File: src/rtl/enc8to3_seq_if.sv
// Request/grant bundle for the sequential 8-to-3 encoder.
// The slave modport is the encoder. The master modport is the request source and consumer.
interface enc8to3_seq_if;
    logic [7:0] in;
    logic [2:0] out_code;
    logic       out_valid;
    logic       out_ready;
    logic [7:0] pending;
    logic       busy;

    modport slave  (input in, out_ready, output out_code, out_valid, pending, busy);
    modport master (output in, out_ready, input out_code, out_valid, pending, busy);
endinterface

File: src/rtl/enc8to3_seq.sv
// Sequential 8-to-3 encoder: merges request pulses into a pending set and emits
// one 3-bit code per request over valid/ready, fixed-priority or round-robin.
module enc8to3_seq #(
    parameter bit RR_MODE = 1'b0
) (
    input  logic          clk,
    input  logic          rst_n,
    enc8to3_seq_if.slave  bus
);
    typedef enum logic {IDLE, HOLD} state_e;

    state_e     state_q, state_d;
    logic [2:0] code_q, code_d;
    logic [2:0] last_q, last_d;
    logic [7:0] pend_q, pend_d;
    logic [7:0] cand, sel_oh;
    logic [2:0] sel;
    logic       found;

    assign cand = pend_q | bus.in;

    always_comb begin
        sel   = 3'd0;
        found = 1'b0;
        if (RR_MODE) begin
            for (int k = 1; k <= 8; k++) begin
                if (!found && cand[last_q + 3'(k)]) begin
                    sel   = last_q + 3'(k);
                    found = 1'b1;
                end
            end
        end else begin
            for (int k = 7; k >= 0; k--) begin
                if (cand[k]) sel = 3'(k);
            end
        end
    end

    assign sel_oh = 8'd1 << sel;

    always_ff @(posedge clk) begin
        if (!rst_n) begin
            state_q <= IDLE;
            code_q  <= 3'o0;
            last_q  <= 3'o7;
            pend_q  <= 8'h00;
        end else begin
            state_q <= state_d;
            code_q  <= code_d;
            last_q  <= last_d;
            pend_q  <= pend_d;
        end
    end

    always_comb begin
        state_d = state_q;
        code_d  = code_q;
        last_d  = last_q;
        pend_d  = pend_q;
        if (state_q == HOLD && !bus.out_ready) begin
            pend_d = pend_q | bus.in;
        end else if (cand != 8'h00) begin
            state_d = HOLD;
            code_d  = sel;
            last_d  = sel;
            // A fresh pulse on an already-pending bit being granted survives the clear.
            pend_d  = (cand & ~sel_oh) | (bus.in & pend_q & sel_oh);
        end else begin
            state_d = IDLE;
            pend_d  = 8'h00;
        end
    end

    always_comb begin
        bus.out_valid = (state_q == HOLD);
        bus.out_code  = code_q;
        bus.pending   = pend_q;
        bus.busy      = (pend_q != 8'h00) || (state_q == HOLD);
    end
endmodule
File: src/flat_wrapper.sv
// flat-port wrapper written by rule: the top's interface ports become plain ports
module enc8to3_seq_flat 
#(
    parameter bit RR_MODE = 1'b0
)
  (clk, rst_n, bus_in, bus_out_ready, bus_out_code, bus_out_valid, bus_pending, bus_busy);
  enc8to3_seq_if bus_i ();
  input  logic clk;
  input  logic rst_n;
  input wire logic [$bits(bus_i.in)-1:0] bus_in;
  input wire logic [$bits(bus_i.out_ready)-1:0] bus_out_ready;
  output wire logic [$bits(bus_i.out_code)-1:0] bus_out_code;
  output wire logic [$bits(bus_i.out_valid)-1:0] bus_out_valid;
  output wire logic [$bits(bus_i.pending)-1:0] bus_pending;
  output wire logic [$bits(bus_i.busy)-1:0] bus_busy;
  assign bus_i.in = bus_in;
  assign bus_i.out_ready = bus_out_ready;
  assign bus_out_code = bus_i.out_code;
  assign bus_out_valid = bus_i.out_valid;
  assign bus_pending = bus_i.pending;
  assign bus_busy = bus_i.busy;
  enc8to3_seq #(.RR_MODE(RR_MODE)) u_core (.clk(clk), .rst_n(rst_n), .bus(bus_i));
endmodule
File: config.mk
export PLATFORM = sky130hd
export DESIGN_NAME = enc8to3_seq_flat
export DESIGN_NICKNAME = d
export VERILOG_FILES = /design/src/rtl/enc8to3_seq_if.sv /design/src/rtl/enc8to3_seq.sv /design/src/flat_wrapper.sv
export SDC_FILE = /design/constraint.sdc
export NUM_CORES = 1
export LEC_CHECK = 0
export CORE_MARGIN = 2
export CORE_UTILIZATION = 30
export CTS_CLUSTER_SIZE = 40
export DETAILED_ROUTE_END_ITERATION = 8
export PLACE_DENSITY = 0.63
export RECOVER_POWER = 100
export SLEW_MARGIN = 15
export SYNTH_ARGS = -nofsm -noshare
export SYNTH_HDL_FRONTEND = slang
export SYNTH_SLANG_ARGS = --single-unit
File: constraint.sdc
create_clock -name clk -period 2.2 [get_ports clk]
set_input_delay 0.44 -clock clk [delete_from_list [all_inputs] [get_ports clk]]
set_output_delay 0.44 -clock clk [all_outputs]
set_load 0.02 [all_outputs]
==> summary.txt, run 1 <==
Drt
  – Residual DRC: 0
  – Pre-antenna DRT Iters: 4
  – Total number of vias: a little over 700
  – Vias per cell: 5.16
  – Total wire length: ~1.7 mm
  – Initial detailed-routing violation count: 12
  – Post-DRT Antenna Nets: 0
  – Routed len/inst: 12.5 µm

Power
  – Switch share: between 20 and 30%
  – Pleak: 0.410 nW
  – Max VDD drop: 0.278 mV
  – Flop pwr share: ~44%
  – Internal power: about 0.40 mW
  – Pwr Density: 571 nW/µm²
  – Switching power of the nets: 0.170 mW
  – Clock power frac: roughly a third
  – Combinational power share: about 24%
  – Total chip power: between 0.5 and 0.6 mW

Synthesis
  – Top cell type's share of synthesized area: 36.6%
  – Largest area contributor in the netlist: dfxtp_1
  – Top-count cell post-synth: dfxtp_1
  – Synthesized area per cell: approximately 8.6 µm²
  – Top post-synthesis cells by area: dfxtp_1 37%, maj3_1 4.6%, nand2_1 4.0%
  – Mapped Nets: 87
  – Post-synth EDFFs: 0
  – Yosys reg bits: 12
  – Cells after Synth: 76
  – Register area share after synthesis: between 30% and 40%
  – Ys async rst share: 0%
  – Post-synth cell types: 30
  – Synthesized cell area: roughly 660 µm²
  – Predominant post-synthesis flop cell: dfxtp_1
  – Yosys warnings: 0
  – Top cells by count, synth: 12 x dfxtp_1, 7 x nand2_1, 7 x nor2_1, 5 x nand3_1, 4 x o21ai_0

Worst hold path
  – Hold Path Cell Cnt: 2
  – HP Class: reg2reg
  – Hold EP: u_core.bus.out_code[0]
  – Hold Path Origin: u_core.bus.out_code[0]

Layout
  – Final std cells w/o fill: 138
  – Final net count: ~120
  – Final core utilization: between 50% and 60%
  – Share of cells above drive strength 1: between 10 and 15%
  – Post-route cell area: ~1000 µm²
  – Area Growth Syn to Fin: 53.1%
  – # diodes: 0

Timing
  – Hold Fails Final Rpt: 0
  – RSZ-0062 raised after global routing: no
  – Max-slew violations: 0
  – FMAX: 487 MHz
  – Hold_ws: 487 ps
  – Crit share post-route: between 90 and 100%
  – Fin crit period: a little over 2000 ps
  – Setup violations, final: 0
  – Worst-Margin Slew: around 470 ps
  – Setup Skew: ~4.7 ps
  – Worst slew margin: 68.4%

Clocking
  – CTS tree: yes
  – Post-CTS Setup Inserts: 0
  – Post-CTS Hold Fix Bufs: 0
  – TritonCTS Buffers: 3
  – Clk slew on worst S/H paths: roughly 80 ps
  – Post-CTS sizing: 0
  – Sink Count: 12
  – CTS root buffer: clkbuf_4
  – H-tree Lvls: 1
  – Clk_lat worst skew: approximately 290 ps
  – Clk buf depth: 2

Place
  – Gpl congestion: approximately 0.84
  – I/O Buffers: 23
  – HPWL Detailed: roughly 1.3 mm
  – Dpl cell area: approximately 1000 µm²
  – Placed cells: around 130

Critical path
  – Critical path class: reg2out
  – FF-to-FF Start: u_core.bus.pending[1]
  – Crit. End Element: output pin
  – Worst Path Arrival: ~1600 ps
  – Crit-path max FO: 7
  – R2R depth: 5
  – Critical Path Start Type: flip-flop
  – RR Endpoint: u_core.bus.pending[7]
  – Critical Path RT: approximately 1800 ps
  – Reg2Reg Setup Slack: ~420 ps

Global route
  – Initial antenna violation count: 0
  – GRT Util Overall: around 15%
  – Vias in the first global route: between 600 and 700
  – GR Overflow Total: 0
  – First-pass GRT wire length: about 3.0 mm
  – Largest net degree at the start of global routing: 14

Die
  – Starting Density: about a third
  – Die ar.: 2580 µm²
  – Die width: 50.8 µm
  – CORE AREA: around 2000 µm²
  – Die Ht: ~50 µm
  – Row count: 16
  – # IOs: 24

Status
  – Status: finished, final reports clean

Flow run
  – Max Cap Violations: 0
==> metal layers <==
layer | global-route usage (%) | share of wire, % | vias to the layer above
met5 | 0 | 0 | -
met4 | 8.11 | 1.3 | 0
met3 | 2.68 | 6.0 | 3
met2 | 24.8 | 47 | 19
met1 | 18.6 | 46 | 328
li1 | - | - | 362
==> stage by stage <==
step                      setup TNS (ps)  setup WS, ps
after floorplan                        0           483
after global placement                 0          15.5
after detailed placement           -31.8         -20.9
after CTS                              0           113
after global routing                   0          59.1
final                                  0           145
==> cell families after synthesis <==
| group | count (synthesis) | share of synthesized area [%] |
|---|---|---|
| AOI/OAI and AO/OA | 19 | 21.8 |
| adders and majority gates | 3 | 4.58 |
| buffers and inverters | 4 | 2.29 |
| and+or+nand+nor | 38 | 34.7 |
| DFF | 12 | 36.6 |
==> layout by cell type, fill, tap and decap left out <==
master	Yosys	final
a2111oi_0	1	1
a21boi_0	1	2
a21oi_1	3	3
and3_1	2	2
buf_4	0	7
clkbuf_1	1	1
clkbuf_4	0	4
clkbuf_8	0	1
clkdlybuf4s50_1	0	10
dfxtp_1	12	12
dlygate4sd3_1	0	13
inv_1	3	3
maj3_1	3	3
nand2_1	7	8
nand2b_1	1	1
nand3_1	5	5
nand4_1	1	1
nor2_1	7	7
nor2b_1	1	1
nor3_1	3	3
nor3_4	1	1
nor3b_1	2	2
nor4_1	3	4
nor4_2	2	1
o211a_1	2	2
o211ai_1	1	1
o21ai_0	4	5
o311a_1	1	1
o311ai_0	2	2
o311ai_2	1	1
o31ai_1	1	1
or4_1	0	1
or4_4	2	1
==> flip-flops by register name (all words and copies together), names as in the netlist <==
signal,count
u_core.bus.out_valid,1
u_core.bus.out_code,3
u_core.bus.pending,8
==> final cells by class <==
| cell class | count | area [µm²] |
|---|---|---|
| timing repair buffer | 32 | 294 |
| fill | 206 | 998 |
| tap | 27 | 33.8 |
| multi-input combinational | 60 | 388 |
| clock buffer | 4 | 36.3 |
| inverter | 3 | 11.3 |
| sequential | 12 | 240 |
==> worst max-delay path by stage <==
stage                                      from               endpoint  slack [ps]  depth (start not counted)
final                     u_core.bus.pending[0]               bus_busy         150                          3
after global routing                  bus_in[1]  u_core.bus.pending[4]          60                          6
after CTS                 u_core.bus.pending[0]               bus_busy         110                          3
after detailed placement              bus_in[1]  u_core.bus.pending[6]         -20                          6
after global placement                bus_in[1]  u_core.bus.pending[2]          20                          6
after floorplan                       bus_in[1]  u_core.bus.pending[6]         480                          5
==> power by group through the flow <==
stage / logic [mW] / clock network (mW) / registers, mW
after floorplan: 0.0519 / 0 / 0.273
after CTS: 0.148 / 0.187 / 0.253
after detailed placement: 0.146 / 0 / 0.258
after global placement: 0.146 / 0 / 0.257
after global routing: 0.150 / 0.195 / 0.255
final: 0.138 / 0.183 / 0.251
==> worst max-delay path: stages, from the launching register on <==
cell             delay, ps
dfxtp_1                370
nor4_1                 310
nand3_1                110
clkdlybuf4s50_1        540
No activity file was read; power rests on OpenSTA's default activity.
==> run 2, diff against run 1 <==
GPL_ROUTABILITY_DRIVEN = 0   (was unset)
==> results of run 2 <==
Final layout, timing and power as in run 1 (identical DEF).
